File: config.mk
export PLATFORM = sky130hd
export DESIGN_NAME = seq_alu
export DESIGN_NICKNAME = d
export VERILOG_FILES = /design/src/rtl/seq_alu.sv
export SDC_FILE = /design/constraint.sdc
export NUM_CORES = 1
export LEC_CHECK = 0
export CORE_AREA = 2 2 102 104
export CTS_BUF_LIST = sky130_fd_sc_hd__clkbuf_8
export DETAILED_ROUTE_END_ITERATION = 6
export DIE_AREA = 0 0 104 106
export PLACE_DENSITY = 0.56
export SYNTH_ARGS = -nofsm -noshare
export SYNTH_HDL_FRONTEND = slang
export SYNTH_SLANG_ARGS = --single-unit
export TNS_END_PERCENT = 50
File: constraint.sdc
create_clock -name clk -period 3 [get_ports clk]
set_clock_uncertainty 0.2 [all_clocks]
set_input_delay 0.45 -clock clk [delete_from_list [all_inputs] [get_ports clk]]
set_output_delay 0.45 -clock clk [all_outputs]
set_load 0.01 [all_outputs]
File: src/rtl/seq_alu.sv
// ---------------------------------------------------------------------------
// seq_alu
//   Registered four-function ALU with valid/ready handshakes on both sides.
//   Compare and the two add operations finish at the accept edge. Multiply
//   uses an iterative shift-add engine that takes WIDTH further edges.
//
// Ports
//   clk       rising-edge clock
//   rst_n     asynchronous active-low reset
//   in_valid  operands and select are valid
//   in_ready  block can accept an operation (IDLE only)
//   select    00 compare, 01 multiply, 10 X+(Y>>1), 11 X+Y+1
//   X, Y      WIDTH-bit operands
//   out_valid result and flags are valid (DONE only)
//   out_ready consumer accepts the result
//   F         WIDTH-bit result
//   cout      carry / inequality / high-product flag
//   overflow  two's-complement overflow of the add operations
//   zero      result-zero flag
//   negative  F[WIDTH-1] for the add operations
// ---------------------------------------------------------------------------
module seq_alu #(
   parameter int WIDTH = 5,
   parameter int CNT_W = 4
) (
   input  logic             clk,
   input  logic             rst_n,
   input  logic             in_valid,
   output logic             in_ready,
   input  logic [1:0]       select,
   input  logic [WIDTH-1:0] X,
   input  logic [WIDTH-1:0] Y,
   output logic             out_valid,
   input  logic             out_ready,
   output logic [WIDTH-1:0] F,
   output logic             cout,
   output logic             overflow,
   output logic             zero,
   output logic             negative
);

   typedef enum logic [1:0] {
      IDLE = 2'd0,
      MUL  = 2'd1,
      DONE = 2'd2
   } state_t;

   // Result word: flags plus F, registered as one unit.
   typedef struct packed {
      logic             c;
      logic             o;
      logic             z;
      logic             n;
      logic [WIDTH-1:0] f;
   } res_t;

   state_t               state_q;
   state_t               state_d;
   res_t                 res_q;
   logic [2*WIDTH-1:0]   mcand_q;
   logic [WIDTH-1:0]     mplier_q;
   logic [2*WIDTH-1:0]   acc_q;
   logic [2*WIDTH-1:0]   acc_next;
   logic [CNT_W-1:0]     cnt_q;
   logic                 accept;
   logic                 out_fire;
   logic                 mul_last;

   // a + b + cin with carry-out and signed overflow. The carry into the MSB
   // is recovered as sum[MSB] ^ a[MSB] ^ b[MSB].
   function automatic res_t add_res(input logic [WIDTH-1:0] a,
                                    input logic [WIDTH-1:0] b,
                                    input logic             cin);
      logic [WIDTH:0] sum;
      res_t           r;
      sum  = {1'b0, a} + {1'b0, b} + {{WIDTH{1'b0}}, cin};
      r.f  = sum[WIDTH-1:0];
      r.c  = sum[WIDTH];
      r.o  = sum[WIDTH-1] ^ a[WIDTH-1] ^ b[WIDTH-1] ^ sum[WIDTH];
      r.z  = (sum[WIDTH-1:0] == '0);
      r.n  = sum[WIDTH-1];
      return r;
   endfunction

   function automatic res_t cmp_res(input logic [WIDTH-1:0] a,
                                    input logic [WIDTH-1:0] b);
      res_t r;
      r.f = '0;
      r.c = (a != b);
      r.o = 1'b0;
      r.z = 1'b1;
      r.n = 1'b0;
      return r;
   endfunction

   // Full product: low half is F, any high bit raises cout.
   function automatic res_t mul_res(input logic [2*WIDTH-1:0] p);
      res_t r;
      r.f = p[WIDTH-1:0];
      r.c = |p[2*WIDTH-1:WIDTH];
      r.o = 1'b0;
      r.z = (p[WIDTH-1:0] == '0);
      r.n = 1'b0;
      return r;
   endfunction

   // Single-edge operations; multiply never reaches this path.
   function automatic res_t direct_res(input logic [1:0]       sel,
                                       input logic [WIDTH-1:0] a,
                                       input logic [WIDTH-1:0] b);
      res_t r;
      case (sel)
         2'b00:   r = cmp_res(a, b);
         2'b10:   r = add_res(a, {1'b0, b[WIDTH-1:1]}, 1'b0);
         2'b11:   r = add_res(a, b, 1'b1);
         default: r = '0;
      endcase
      return r;
   endfunction

   assign accept   = in_valid & in_ready;
   assign out_fire = out_valid & out_ready;
   assign mul_last = (state_q == MUL) && (cnt_q == CNT_W'(WIDTH - 1));
   assign acc_next = acc_q + (mplier_q[0] ? mcand_q : '0);

   // ---- state register ----
   always_ff @(posedge clk or negedge rst_n) begin
      if (!rst_n) begin
         state_q <= IDLE;
      end else begin
         state_q <= state_d;
      end
   end

   // ---- next-state logic ----
   always_comb begin
      state_d = state_q;
      case (state_q)
         IDLE: begin
            if (accept) begin
               state_d = (select == 2'b01) ? MUL : DONE;
            end
         end
         MUL: begin
            if (mul_last) begin
               state_d = DONE;
            end
         end
         DONE: begin
            if (out_fire) begin
               state_d = IDLE;
            end
         end
         default: state_d = IDLE;
      endcase
   end

   // ---- handshake outputs ----
   always_comb begin
      in_ready  = 1'b0;
      out_valid = 1'b0;
      case (state_q)
         IDLE:    in_ready  = 1'b1;
         DONE:    out_valid = 1'b1;
         default: ;
      endcase
   end

   // ---- operand capture, shift-add iteration and result register ----
   always_ff @(posedge clk or negedge rst_n) begin
      if (!rst_n) begin
         res_q    <= '0;
         mcand_q  <= '0;
         mplier_q <= '0;
         acc_q    <= '0;
         cnt_q    <= '0;
      end else if (accept) begin
         if (select == 2'b01) begin
            mcand_q  <= {{WIDTH{1'b0}}, X};
            mplier_q <= Y;
            acc_q    <= '0;
            cnt_q    <= '0;
         end else begin
            res_q <= direct_res(select, X, Y);
         end
      end else if (state_q == MUL) begin
         acc_q    <= acc_next;
         mcand_q  <= mcand_q << 1;
         mplier_q <= mplier_q >> 1;
         cnt_q    <= cnt_q + CNT_W'(1);
         if (mul_last) begin
            res_q <= mul_res(acc_next);
         end
      end
   end

   assign F        = res_q.f;
   assign cout     = res_q.c;
   assign overflow = res_q.o;
   assign zero     = res_q.z;
   assign negative = res_q.n;

endmodule
==> results.ini <==
[drt]
dr.pass1.iters = 4
wire_per_inst_um = 13.9
vias = 2397
drt_iter0_drc = 105
vias_per_cell = 4.89
ant_nets = 0
drc = 0
wl_mm = 6.79

[clocking]
htreeDepth = 2
cts_setup_buffers = 0
cts_buffers = 5
cts.sinks = 40
cts_tree = done
clkSlewWorstSetupHoldPaths_ns = 0.08
postCtsHoldBufs = 0
clkLatencyLatePin_ns = 0.29
cts-root-buf = clkbuf_8
cts_resized = 0
clockBufferDepth = 2

[sta]
rsz0062_at_grt = no
period_share_pct = 94.2
hold_viol = 0
setup_tns_ns = 0
maxSlewHeadroom_pct = 35.2
finalMaxSlewViolations = 0
period_minus_slack_ns = 2.83
setup_violations = 0
worst_slew_pin_slew_ns = 0.973
fmax_mhz = 354
worst_slack_ns = 0.173

[placement]
pre_cts_ws_ns = 0.0733
gp_congestion = 0.822
place.port_buffers = 26
hpwl_mm = 5.10

[die]
start_util_pct = 28.2
die_x_um = 104
io_pins = 27
chipHeight_um = 106
num_rows = 37
fp.dieArea_um2 = 11000
core_area_um2 = 10000

[logic_synthesis]
synth_area_um2 = 2820
synth-edff-count = 0
synth_top_family_by_area = compound AO/OA/AOI/OAI gates
yosysWarnings = 0
avgSynthCellArea_um2 = 8.67
muxShareOfSynthArea_pct = 3.24
synth_nets = 364
synth_cell_types = 56
synth_compound_area_share_pct = 21.4
synth_fa_ha_area_share_pct = 11.0
seq_area_frac_synth_pct = 35.5
yosys_register_bits = 40
yosys.area_share.simple_pct = 20.7
ys_async_sr_fraction_pct = 100
synthXorXnorAreaFrac_pct = 4.35
synth_flop_cell = dfrtp_1
netlist_instances = 325

[finish]
multi_input_area_um2 = 1720
area_delta_synth_final_pct = 18.8
drive_gt1_share_pct = 7.91
seq_area_um2 = 1000
nets = 393
antenna_cells = 0
fillers = 1053

[global_route]
first_global_vias = 2315
grt_max_degree = 41
grt_use_total_pct = 13.1
overflow = 0
antenna_found_initial = 0
grt_pass1_wl_mm = 11.8

[power_and_ir_drop]
power_density_nw_per_um2 = 761
p_leak_nw = 1.46
ir_worst_vdd_mv = 0.209

[critical_path]
critical_path.max_stage_delay_ns = 0.47
required_ns = 2.98
slowest_stage = dfrtp_2
r2r_setup_slack_ns = 0.17
crit_buf_inv = 1
worstSetupEndpointType = flip-flop
crit_top_cell = o21ai_1
arrival_ns = 2.80
worstPathMaxFanout = 11
worstSetupPathType = flip-flop to flip-flop
critPathTopFamily = compound AO/OA/AOI/OAI gates
startpoint_type = flip-flop
worstPathCellList = nand2_1 > inv_1 > ha_1 > a211oi_2 > o21ai_1 > xor2_1 > or3_1 > a2111oi_4 > o21ai_1

[run]
maxCapViolCount = 0

[outcome]
status = completed

[min_path]
hp-class = input port to async pin

## per-stage QoR
stage | utilization (%) | instances | power [mW] | hold WS [ns] | instance area, um2
finish | 33.5 | 490 | 2.55 | 0.105 | 3350
global route | 33.5 | 490 | 2.78 | 0.173 | 3350
CTS | 33.3 | 490 | 2.57 | 0.145 | 3330
detailed placement | 32.5 | 483 | 2.20 | 0.270 | 3250
global placement | 32.5 | 483 | 2.18 | 0.272 | 3250
floorplan | - | 325 | 1.78 | -0.0456 | 2820
## final timing paths
check / start / to / cells after the start
max reg2reg: mplier_q[0] / cout / 9
max: mplier_q[0] / cout / 9
min in group clk: negative / negative / 1
min reg2reg: negative / negative / 1
min: rst_n / mcand_q[8] / 1
max in group asynchronous: rst_n / mplier_q[0] / 1
## layout make-up
type	instances	share of cell area, %
multi-input combinational	259	51.4
clock inverter	2	0.374
tap	136	5.08
clock buffer	5	2.06
inverter	13	1.46
sequential	40	29.9
timing repair buffer	35	9.64
## Yosys cell counts (all sizes together), types with 5 or more instances
library cell	instances	share of area, %
o21a	5	1.3
dfrtp	40	36
nand2	52	7.0
nor2b	7	1.6
nor2	18	2.5
clkbuf	9	1.2
mux2i	8	2.8
a211oi	6	1.8
a31oi	5	1.1
and2	10	2.3
xnor2	8	2.5
nand3	8	1.4
nor3	8	1.6
a21oi	14	2.5
o21ai	35	6.2
xor2	6	1.9
ha	20	8.9
inv	13	1.7
o22ai	5	1.1
## logic make-up (layout without fill, tap and decap cells)
kind of cell / Yosys count / after routing
buf+inv: 26 / 55
fa+ha+maj: 23 / 23
flops: 40 / 40
compound gates: 94 / 94
xor+xnor: 14 / 14
mux: 9 / 9
simple gates: 119 / 119
## flip-flops by register name, summed over array words and instances (netlist names)
register	cells
acc_q	10
F	5
cnt_q	4
zero	1
cout	1
mcand_q	10
state_q	2
mplier_q	5
negative	1
overflow	1
## layout by cell type, fill, tap and decap left out, types with 2 or more instances in the layout
cell type,netlist,final
a211oi_1,5,5
a21o_1,4,4
a21oi_1,14,14
a22o_1,4,4
a31oi_1,5,5
and2_1,9,9
buf_4,0,9
clkbuf_8,0,5
clkdlybuf4s50_1,0,25
dfrtp_1,40,39
fa_1,3,3
ha_1,20,20
inv_1,13,13
mux2i_1,8,8
nand2_1,51,51
nand2b_1,3,3
nand3_1,8,8
nand4b_1,2,2
nor2_1,17,17
nor2b_1,7,7
nor3_1,7,7
o211ai_1,3,3
o21a_1,5,5
o21ai_0,14,14
o21ai_1,21,21
o22ai_1,5,5
o31ai_1,2,2
or3_1,3,3
xnor2_1,8,8
xor2_1,6,6
## where the power goes
| part | switching [mW] | internal [mW] |
|---|---|---|
| sequential | 0.170 | 0.770 |
| combinational | 0.673 | 0.582 |
| clock | 0.195 | 0.158 |
| total | 1.04 | 1.51 |
## per-layer routing
metal | global-route usage [%] | wire length, um | up-vias
met5 | 0 | 0 | -
met4 | 4.34 | 117 | 0
met3 | 2.02 | 202 | 8
met2 | 20.6 | 3160 | 30
met1 | 18.3 | 3320 | 1140
li1 | - | - | 1219
Power figures use the tool's default switching activity.
